File: config.mk
export PLATFORM = sky130hd
export DESIGN_NAME = dual_mode_processing_element
export DESIGN_NICKNAME = d
export VERILOG_FILES = /design/src/rtl/dual_mode_processing_element.sv
export SDC_FILE = /design/constraint.sdc
export NUM_CORES = 1
export LEC_CHECK = 0
export BUFFER_PORTS_ARGS = -buffer_cell sky130_fd_sc_hd__buf_4
export CORE_MARGIN = 8
export CORE_UTILIZATION = 40
export CTS_CLUSTER_DIAMETER = 150
export DETAILED_ROUTE_END_ITERATION = 12
export SYNTH_ARGS = -nofsm -noshare
export SYNTH_HDL_FRONTEND = slang
export SYNTH_SLANG_ARGS = --single-unit
File: constraint.sdc
create_clock -name CLK -period 9.62 [get_ports CLK]
set_clock_uncertainty 0.05 [all_clocks]
set_input_delay 0 -clock CLK [delete_from_list [all_inputs] [get_ports CLK]]
set_output_delay 0 -clock CLK [all_outputs]
set_load 0.005 [all_outputs]
File: src/rtl/dual_mode_processing_element.sv
// Systolic-array processing element: weight-stationary MAC with a double-buffered weight,
// or output-stationary accumulate with drain onto the partial-sum column chain.
module dual_mode_processing_element #(
    parameter int DATA_WIDTH             = 8,
    parameter int ACCUMULATOR_DATA_WIDTH = 32,
    parameter int SATURATE               = 1
) (
    input  logic                                     CLK,
    input  logic                                     ASYNC_RST,
    input  logic                                     SYNC_RST,
    input  logic                                     EN,
    input  logic                                     MODE,
    input  logic                                     LOAD,
    input  logic                                     SWAP,
    input  logic                                     DRAIN,
    input  logic                                     ValidIn,
    input  logic signed [DATA_WIDTH-1:0]             Input,
    input  logic signed [DATA_WIDTH-1:0]             WeightIn,
    input  logic signed [ACCUMULATOR_DATA_WIDTH-1:0] PsumIn,
    output logic signed [DATA_WIDTH-1:0]             ToRight,
    output logic signed [DATA_WIDTH-1:0]             WeightDown,
    output logic signed [ACCUMULATOR_DATA_WIDTH-1:0] PsumOut,
    output logic                                     ValidOut,
    output logic                                     ShadowFull,
    output logic                                     Overflow
);

    localparam int DW = DATA_WIDTH;
    localparam int AW = ACCUMULATOR_DATA_WIDTH;

    logic signed [DW-1:0]   active_w;
    logic signed [DW-1:0]   shadow_w;
    logic signed [AW-1:0]   acc;
    logic                   mode_q;

    logic signed [2*DW-1:0] ws_prod;
    logic signed [2*DW-1:0] os_prod;
    logic signed [AW-1:0]   acc_base;
    logic signed [AW-1:0]   os_add_base;
    logic        [AW:0]     ws_res;
    logic        [AW:0]     os_res;
    logic                   compute;

    // Sign-extend a full-width product into the guard-bit adder width.
    function automatic logic signed [AW:0] ext_prod(input logic signed [2*DW-1:0] p);
        return {{(AW+1-2*DW){p[2*DW-1]}}, p};
    endfunction

    // Returns {overflow, result}: clamp or wrap the guard-bit sum back into AW bits.
    function automatic logic [AW:0] fix_sum(input logic signed [AW:0] s);
        logic          ovf;
        logic [AW-1:0] v;
        ovf = s[AW] ^ s[AW-1];
        if (ovf && (SATURATE != 0))
            v = s[AW] ? {1'b1, {(AW-1){1'b0}}} : {1'b0, {(AW-1){1'b1}}};
        else
            v = s[AW-1:0];
        return {ovf, v};
    endfunction

    assign ws_prod     = Input * active_w;
    assign os_prod     = Input * WeightIn;
    assign compute     = ValidIn & ~LOAD;
    assign acc_base    = (MODE != mode_q) ? '0 : acc;
    // A drain restarts accumulation from the current product alone.
    assign os_add_base = DRAIN ? '0 : acc_base;
    assign ws_res      = fix_sum({PsumIn[AW-1], PsumIn} + ext_prod(ws_prod));
    assign os_res      = fix_sum({os_add_base[AW-1], os_add_base} + ext_prod(os_prod));

    always_ff @(posedge CLK or negedge ASYNC_RST) begin
        if (!ASYNC_RST) begin
            ToRight    <= '0;
            WeightDown <= '0;
            PsumOut    <= '0;
            ValidOut   <= 1'b0;
            ShadowFull <= 1'b0;
            Overflow   <= 1'b0;
            acc        <= '0;
            active_w   <= '0;
            shadow_w   <= '0;
            mode_q     <= 1'b0;
        end else if (SYNC_RST) begin
            ToRight    <= '0;
            WeightDown <= '0;
            PsumOut    <= '0;
            ValidOut   <= 1'b0;
            ShadowFull <= 1'b0;
            Overflow   <= 1'b0;
            acc        <= '0;
            active_w   <= '0;
            shadow_w   <= '0;
            mode_q     <= 1'b0;
        end else if (EN) begin
            mode_q   <= MODE;
            ValidOut <= compute;

            // Swap before load so a simultaneous LOAD+SWAP promotes the old shadow.
            if (SWAP && ShadowFull) begin
                active_w   <= shadow_w;
                ShadowFull <= 1'b0;
            end
            if (LOAD) begin
                shadow_w   <= Input;
                ShadowFull <= 1'b1;
            end

            if (!MODE) begin
                acc <= acc_base;
                if (compute) begin
                    PsumOut    <= ws_res[AW-1:0];
                    ToRight    <= Input;
                    WeightDown <= active_w;
                    if (ws_res[AW])
                        Overflow <= 1'b1;
                end
            end else begin
                PsumOut <= DRAIN ? acc_base : PsumIn;
                if (compute) begin
                    ToRight    <= Input;
                    WeightDown <= WeightIn;
                    acc        <= os_res[AW-1:0];
                    if (os_res[AW])
                        Overflow <= 1'b1;
                end else begin
                    acc <= DRAIN ? '0 : acc_base;
                end
            end
        end
    end

endmodule

; Word-level counts from Yosys, hierarchy flattened
; Cells that the tools add are included.
[word_totals]
reg_bits = 100
inputBits = 57
word_cells = 78
out_inout_bits = 51
[op_classes]
eq_ne = 2
n_addsub = 2
n_bitwise = 4
reduce_logical = 14
multipliers = 2
muxes = 44
[ops]
columns = cell, count
row1 = $mux W32, 15
row2 = $mux W8, 14
row3 = $add A32 B16 Y33, 2
row4 = $mul A8 B8 Y16, 2
row5 = $mux W1, 15
row6 = $reduce_and A2 Y1, 5
row7 = $reduce_bool A3 Y1, 3
row8 = $reduce_bool A2 Y1, 4
row9 = $reduce_and A4 Y1, 1
row10 = $ne A3 B2 Y1 const B, 1
row11 = $xor A1 B1 Y1, 2
row12 = $and A1 B1 Y1, 1
row13 = $logic_and A1 B1 Y1, 1
row14 = $ne A1 B1 Y1, 1
row15 = $not A1 Y1, 1

; Longest topological paths before layout
; Gate-level depths: netlist (run 1).
[logic_depth]
depth_word = 10
ltp_mapped = 28
ltp_nobuf = 24

; Worst setup path before layout (run 1)
; OpenSTA, ideal clock, no wires.
[synth_timing]
path_type = register to register
startpoint = register active_w[0]
endpoint = register PsumOut[29]
n_path_buf = 2
t_required_ns = 9.444
setup_time_ns = 0.126
t_arrival_ns = 6.704
setup_slack_ns = 2.740
synth_period_minus_slack_ns = 6.880
path_stages_with_launch = 24
cell_sequence = dfrtp_1 > clkbuf_1 > and2_1 > inv_1 > fa_1 > inv_1 > fa_1 > fa_1 > fa_1 > inv_1 > fa_1 > inv_1 > ha_1 > and4_1 > o21a_1 > o31ai_4 > a311oi_2 > o2111ai_1 > nand3_1 > and2_0 > buf_2 > xnor2_2 > nand3b_1 > a221o_1
[synth_between]
elab_chain_len = 8
elab_cells_between_ends = 9
classes_between = 1 x add/sub / 1 x mul / 6 x mux / 1 x bitwise
[synth_rtl]
columns = item, line_no
row1 = from (decl), 31  ; logic signed [DW-1:0] active_w;
row2 = from (signal assigned), 99  ; active_w <= shadow_w;
row3 = $mul A8 B8 Y16 (*), 61  ; assign ws_prod = Input * active_w;
row4 = $add A32 B16 Y33 (*), 67  ; assign ws_res = fix_sum({PsumIn[AW-1], PsumIn} + ext_prod(ws_prod));
row5 = $mux W32 or $xor A1 B1 Y1 (tied branches), "55, 53"
row6 = $mux W32 (*), 54  ; if (ovf && (SATURATE != 0))
row7 = $mux W32 (*), 109  ; if (compute) begin
row8 = $mux W32 (*), 107  ; if (!MODE) begin
row9 = $mux W32 (*), 93  ; end else if (EN) begin
row10 = $mux W32 (*), 82  ; end else if (SYNC_RST) begin
row11 = to (signal assigned), 110  ; PsumOut <= ws_res[AW-1:0];
row12 = to (signal assigned), 117  ; PsumOut <= DRAIN ? acc_base : PsumIn;
row13 = to (decl), 22  ; output logic signed [ACCUMULATOR_DATA_WIDTH-1:0] PsumOut,
; Every way passes the cells marked *; elsewhere a longest branch is shown, timed or not. The select of a mux whose other input is x is not followed.
; A chain may end at the register's enable or synchronous reset.

; Final worst setup path (run 1)
[layout_timing]
startpoint = register active_w[0]
endpoint = register PsumOut[23]
; The elaborated chain is that of the path after synthesis.

==> results_dict.tcl, run 1 <==
set metrics [dict create \
    layout.nets 2276 \
    period_needed_ps 7841 \
    die_y_um 218.4 \
    insertion_delay_ps 360 \
    syn2layout_area_growth_pct 11.43 \
    numClockSinks 100 \
    cts_root_buf "clkbuf_16" \
    die_w_um 218.4 \
    die_area_sq_mm 0.04770 \
    status "complete, no violations" \
    async_reset_ff_share_pct 100.0 \
    syn_area_per_cell_sq_um 9.623 \
    synth_nets 2184 \
    num_rows 74 \
    grt_usage_pct 19.64 \
    dr.first_iter.drc_count 830 \
    layout_common_cells "fa_1 (280), inv_1 (241), nand2_1 (182)" \
    yosys-top-cells-area "fa_1 (34%), dfrtp_1 (15%), ha_1 (11%)" \
    setup_viol 0 \
    antenna_found_initial 0 \
    drc 0 \
    dp_hpwl_um 36340 \
    power_density_mw_per_mm2 195.7 \
    first_global_vias 13584 \
    drive_gt1_share_pct 9.056 \
    rsz0062_at_grt "no" \
    portBuffers 107 \
    io_pins 108 \
    seq_area_frac_synth_pct 15.27 \
    yosys_warnings 0 \
    fp.coreArea_sq_mm 0.04065 \
    synth_area_sq_mm 0.01639 \
    diodes 0 \
    grt_pass1_wl_um 74580 \
    fmax_mhz 127.5 \
    drt-total-wl_um 45350 \
    crit_path_end_kind "flop" \
    critPathSlowestCell "and2_1" \
    cts_hold_buf 34 \
    synth.top_cell.area_share_pct 34.20 \
    drt-pass1-iter-count 5 \
    cts_buffers 9 \
    vias_per_cell 5.380 \
    grt_overflow 0 \
    final.setup.tns_ps 0 \
    hp-class "in -> reg" \
    grt_max_degree 82 \
    clk_pin_slew_ps 80 \
    critPathMostFrequentCell "fa_1" \
    finalPower_mw 3.574 \
    yosysTopAreaCell "fa_1" \
    gp_congestion 0.8778 \
    drtAntennaViolNets 0 \
    crit_path_start_kind "flop" \
    worstPathCellList "and2_2 -> buf_4 -> inv_1 -> fa_1 -> inv_1 -> fa_1 -> fa_1 -> fa_1 -> inv_1 -> fa_1 -> inv_1 -> ha_1 -> and4_1 -> o21a_1 -> o31ai_4 -> a311oi_2 -> o2111ai_1 -> nand3_1 -> a311oi_2 -> and2_1 -> o21ai_0 -> o211ai_1" \
    synth.distinct_cells 82 \
    cp_slowest_stage_delay_ps 850 \
    fill_cells 3935 \
    final_common_cell "fa_1" \
    relSlewSlack_pct 14.10 \
    cts_setup_buffers 0 \
    maxCapViolCount 0 \
    hold_viol 0 \
    slew_violations 0 \
    cts.htree.levels 3 \
    finalNonFillerCells 2332 \
    worst_slew_pin_slew_ps 1282 \
    synth_top_flop_cell "dfrtp_1" \
    synth_edf_count 0 \
    cts_tree "done" \
    final_util_pct 44.93 \
    cp_max_fo 25 \
    critPathArrivalTime_ps 8050 \
    crit_required_ps 9830 \
    leakagePower_nw 9.165 \
    fin_area_sq_mm 0.01826 \
    finalCritPeriodShare_pct 81.51 \
    synth_seq_cells 100 \
    placed_cells 2282 \
    dpl_cell_area_sq_mm 0.01760 \
    synth_cells 1703 \
    via_count 12547 \
    cts.repair.resized 0 \
    vdd_drop_max_uv 153.8 \
    critPathKind "reg -> reg" \
    start_util_pct 40.32 \
    wl_per_cell_um 19.45 \
    clock_path_buffers 2 \
]
## final timing paths
check                                             start                      end  slack, ps  cells past startpoint
worst max-delay path            active_w[0]$_DFFE_PN0P_  PsumOut[23]$_DFFE_PN0P_       1780                     22
worst min-delay path                         PsumIn[25]  PsumOut[25]$_DFFE_PN0P_         10                      3
worst max register to register  active_w[0]$_DFFE_PN0P_  PsumOut[23]$_DFFE_PN0P_       1780                     22
worst min register to register  PsumOut[20]$_DFFE_PN0P_  PsumOut[20]$_DFFE_PN0P_        460                      2
max in group asynchronous                     ASYNC_RST  PsumOut[31]$_DFFE_PN0P_       8060                      3
min in group asynchronous                     ASYNC_RST   PsumOut[5]$_DFFE_PN0P_         30                      2
## stage by stage
stage	hold slack [ps]	setup slack (ps)
finish	13.34	1779
global route	27.44	1254
CTS	7.955	1861
detailed placement	-134.3	1888
global placement	-135.7	1998
floorplan	-345.6	2740
## cells in the mapped netlist, types with 3 or more instances
| library cell | number |
|---|---|
| o211ai_1 | 31 |
| and3_1 | 7 |
| nand3_1 | 28 |
| a221oi_2 | 3 |
| xnor2_1 | 33 |
| clkbuf_1 | 49 |
| a21oi_1 | 92 |
| a211o_1 | 4 |
| o21bai_1 | 5 |
| o22ai_1 | 3 |
| inv_1 | 241 |
| o21ai_0 | 66 |
| a31oi_1 | 8 |
| nand2_1 | 182 |
| o31ai_2 | 3 |
| nand4_1 | 3 |
| nand2b_1 | 10 |
| fa_1 | 280 |
| and2_1 | 78 |
| nor2_1 | 79 |
| buf_6 | 3 |
| clkinv_1 | 3 |
| a21o_1 | 33 |
| a21boi_0 | 3 |
| a22oi_1 | 27 |
| buf_1 | 6 |
| nor3_1 | 13 |
| a211oi_1 | 14 |
| and4_1 | 4 |
| a221oi_1 | 8 |
| a2111o_1 | 3 |
| nor2b_1 | 5 |
| dfrtp_1 | 100 |
| clkbuf_8 | 3 |
| xor2_1 | 24 |
| a22o_1 | 8 |
| o21ai_1 | 4 |
| o21a_1 | 15 |
| a221o_1 | 4 |
| buf_2 | 4 |
| mux2i_1 | 20 |
| ha_1 | 144 |
| a2bb2oi_1 | 3 |
## power breakdown
group          internal (mW)  switching [mW]
Sequential             0.455          0.0433
Clock                  0.210           0.198
Combinational           1.04            1.63
## per-layer routing
layer / up-vias / routed length [um] / track usage (%)
li1: 5812 / - / -
met1: 6411 / 19590 / 26.23
met2: 277 / 22830 / 33.82
met3: 47 / 1798 / 2.005
met4: 0 / 1123 / 4.881
met5: - / 0 / 0
## cell families after synthesis
family	synth area share [%]
flops	15.27
buf+inv	7.551
compound gates	15.39
xor+xnor	3.245
fa+ha+maj	45.32
simple gates	12.00
mux	1.222
## flip-flops by register name, indices dropped and copies added (netlist names)
name,cells
Overflow,1
PsumOut,32
ShadowFull,1
ToRight,8
ValidOut,1
WeightDown,8
acc,32
active_w,8
mode_q,1
shadow_w,8
## critical path: cells and delay by family (launching register included)
kind | cells | cell delay, ps
adders and majority gates | 6 | 2790
buffers and inverters | 5 | 700
DFF | 1 | 580
and+or+nand+nor | 4 | 1450
AOI/OAI and AO/OA | 7 | 2130
## cell type report
class / instances / area, sq um / share of cell area [%]
repair buffers: 149 / 1204 / 6.591
well taps: 532 / 665.6 / 3.645
clock inverters: 7 / 93.84 / 0.5139
multi-input cells: 1291 / 12650 / 69.30
clock buffers: 9 / 225.2 / 1.233
inverters: 244 / 915.9 / 5.015
flip-flops and latches: 100 / 2502 / 13.70
(Power assumes the default switching activity.)
==> run 2, diff against run 1 <==
--- a/config.mk
+++ b/config.mk
@@ -5,6 +5,7 @@
 export SDC_FILE = /design/constraint.sdc
 export NUM_CORES = 1
 export LEC_CHECK = 0
+export ABC_AREA = 1
 export BUFFER_PORTS_ARGS = -buffer_cell sky130_fd_sc_hd__buf_4
 export CORE_MARGIN = 8
 export CORE_UTILIZATION = 40
==> constraint.sdc (replaced) <==
create_clock -name CLK -period 6.9 [get_ports CLK]
set_clock_uncertainty 0.05 [all_clocks]
set_input_delay 0 -clock CLK [delete_from_list [all_inputs] [get_ports CLK]]
set_output_delay 0 -clock CLK [all_outputs]
set_load 0.005 [all_outputs]
==> run 2 against run 1 <==
Against the previous run: total power is 82% higher; wire length is 24% higher; clock power grew 42%; via count rose by 26%; core utilization decreased by 0.75 points; sequential cell count did not move; cell count increased by 32%; design area up 11%; non-clock buffer count up 4; sequential share of layout area down 1.4 points; synthesized area is 13% higher; count of clock-buffer cells in the layout rose by 1; critical path type unchanged; highest routed layer unchanged.
==> results_dict.tcl, run 2 <==
set metrics [dict create \
    status "complete, no violations" \
    cp_max_fo 28 \
    yosysTopAreaCell "fa_1" \
    grt_pass1_wl_um 91460 \
    async_reset_ff_share_pct 100.0 \
    finalCritPeriodShare_pct 93.82 \
    grt_max_degree 67 \
    hold_path_depth 5 \
    final_util_pct 44.17 \
    die_area_sq_mm 0.05340 \
    vias_per_cell 5.147 \
    dr.first_iter.drc_count 1102 \
    yosysMostFrequentCell "nand2_1" \
    fin_area_sq_mm 0.02035 \
    power_density_mw_per_mm2 319.2 \
    hold_viol 0 \
    grtUsageMet1_pct 30.60 \
    die_y_um 231.1 \
    met3_usage_pct 3.020 \
    synth.top_cell.area_share_pct 30.29 \
    syn2layout_area_growth_pct 9.960 \
    synth_nets 2867 \
    maxCapViolCount 0 \
    final.setup.tns_ps 0 \
    drive_gt1_share_pct 10.87 \
    final_common_cell "nand2_1" \
    drtAntennaViolNets 0 \
    drc 0 \
    cts_buffers 9 \
    cp_num_buf_inv 2 \
    grt_usage_pct 21.41 \
    clk_pin_slew_ps 80 \
    synth_cells 2386 \
    netlist_top_cells_count "nand2_1 (523), inv_1 (433), fa_1 (280)" \
    num_rows 79 \
    reg_top3 "PsumOut x32, acc x32" \
    cp_slowest_stage_delay_ps 810 \
    fmax_mhz 154.5 \
    diodes 0 \
    clock_path_buffers 2 \
    synth.distinct_cells 48 \
    synth_seq_cells 100 \
    vdd_drop_max_uv 362.3 \
    placed_cells 3041 \
    yosys-top-cells-area "fa_1 (30%), dfrtp_1 (14%), nand2_1 (11%)" \
    synth_top_flop_cell "dfrtp_1" \
    gp_congestion 0.8893 \
    leakagePower_nw 11.03 \
    worstPathCellList "nand2_1 -> fa_1 -> fa_1 -> inv_1 -> fa_1 -> fa_1 -> ha_1 -> ha_1 -> a21oi_1 -> nand2_1 -> nand2_1 -> nand3_1 -> a21oi_2 -> nand2_1 -> nand2_1 -> nand2_1 -> nand2_4 -> inv_2 -> o21ai_0 -> a21oi_1" \
    antenna_found_initial 0 \
    cts_tree "done" \
    finalNonFillerCells 3073 \
    hp-class "in -> reg" \
    slew_violations 0 \
    critPathArrivalTime_ps 6680 \
    synth_area_sq_mm 0.01850 \
    wl_per_cell_um 18.32 \
    timing.rr.start "active_w[2]$_DFFE_PN0P_" \
    top_usage_layer "met2" \
    portBuffers 107 \
    worst_slew_pin_slew_ps 1216 \
    cts.htree.levels 3 \
    syn_area_per_cell_sq_um 7.755 \
    crit_path_end_kind "flop" \
    yosys_warnings 0 \
    crit_path_start_kind "flop" \
    critPathMostFrequentCell "nand2_1" \
    layout.nets 2942 \
    dp_hpwl_um 46730 \
    start_util_pct 40.17 \
    r2r_cells 20 \
    cp-startpoint "active_w[2]$_DFFE_PN0P_" \
    die_w_um 231.1 \
    layout_common_cells "nand2_1 (523), inv_1 (433), fa_1 (280)" \
    crit_required_ps 7110 \
    rr_endpoint "PsumOut[0]$_DFFE_PN0P_" \
    synth_edf_count 0 \
    fill_cells 4648 \
    crit_end "PsumOut[0]$_DFFE_PN0P_" \
    grt_overflow 0 \
    io_pins 108 \
    grt_use_met2_pct 34.53 \
    fp.coreArea_sq_mm 0.04606 \
    rsz0062_at_grt "no" \
    critPathKind "reg -> reg" \
    dpl_cell_area_sq_mm 0.01987 \
    critPathSlowestCell "fa_1" \
    period_needed_ps 6473 \
    r2r_slack_ps 430 \
    worst-path-stages 20 \
    via_count 15818 \
    relSlewSlack_pct 18.40 \
    drt-total-wl_um 56290 \
    crit_family "adder cells" \
    cts_root_buf "clkbuf_16" \
    setup_viol 0 \
    seq_area_frac_synth_pct 13.52 \
    insertion_delay_ps 380 \
    drt-pass1-iter-count 6 \
    numClockSinks 100 \
    first_global_vias 16400 \
]
[run 2: changes by cell type after synthesis, moves of 25 or more]
| cell | previous run | this run |
|---|---|---|
| nand3_2 | 0 | 29 |
| o211ai_1 | 31 | 1 |
| a22oi_1 | 27 | 1 |
| inv_1 | 241 | 433 |
| nand2_1 | 182 | 523 |
| a21oi_1 | 92 | 154 |
| nand3_1 | 28 | 146 |
| clkbuf_1 | 49 | 74 |
| nor2_1 | 79 | 204 |
| and2_1 | 78 | 3 |
| a21o_1 | 33 | 5 |
[run 2: where the power goes]
part	internal [mW]	switching (mW)
registers	0.659	0.0641
clock network	0.300	0.281
logic	1.76	3.43
total	2.72	3.77
[run 2: metrics by stage]
step	hold slack (ps)	total power [mW]	setup slack (ps)
floorplan	-345.6	4.480	1222
global placement	-67.74	5.866	436.2
detailed placement	-67.89	5.912	412.9
CTS	24.19	6.535	360.9
global route	74.42	7.161	35.55
finish	32.41	6.495	426.6
[run 2: worst register-to-register path, cell delays in order (launching register included)]
cell and delay (ps):
dfrtp_1 560, nand2_1 220, fa_1 660, fa_1 810
inv_1 440, fa_1 640, fa_1 410, ha_1 300
ha_1 380, a21oi_1 360, nand2_1 160, nand2_1 100
nand3_1 100, a21oi_2 220, nand2_1 100, nand2_1 70
nand2_1 80, nand2_4 300, inv_2 140, o21ai_0 180
a21oi_1 90
[run 2: worst min path at each step]
stage | from | end | slack, ps
floorplan | ASYNC_RST | Overflow$_DFFE_PN0P_ | -350
global placement | ASYNC_RST | ToRight[2]$_DFFE_PN0P_ | -70
detailed placement | ASYNC_RST | ToRight[2]$_DFFE_PN0P_ | -70
CTS | PsumIn[23] | PsumOut[23]$_DFFE_PN0P_ | 20
global route | Input[3] | shadow_w[3]$_DFFE_PN0P_ | 70
finish | PsumIn[11] | PsumOut[11]$_DFFE_PN0P_ | 30
[run 2: area by class of cell]
class / instances / area [sq um] / share of cell area [%]
Clock inverter: 6 / 80.08 / 0.3936
Inverter: 451 / 1693 / 8.320
Clock buffer: 10 / 239.0 / 1.175
Timing Repair Buffer: 153 / 1189 / 5.842
Multi-Input combinational cell: 1746 / 13880 / 68.24
Sequential cell: 100 / 2502 / 12.30
Tap cell: 607 / 759.5 / 3.733
[run 2: cells by family after synthesis]
kind of cell	count (synthesis)	share of synthesized area (%)
buf+inv	540	11.50
compound gates	287	8.838
xor+xnor	51	2.414
flops	100	13.52
fa+ha+maj	424	40.03
mux	7	0.4260
simple gates	977	23.27
[run 2: what timing repair did]
item | 4_1_cts | 5_1_grt
hold buffers | 16 | 0
hold endpoints to repair | 63 | 0
resized for setup | 0 | 0
buffers inserted | 0 | 0
[run 2: layer usage]
| metal | wire length (um) | share of wire (%) |
|---|---|---|
| met1 | 26290 | 47 |
| met2 | 25980 | 46 |
| met3 | 3068 | 5.5 |
| met4 | 953 | 1.7 |
| met5 | 0 | 0 |
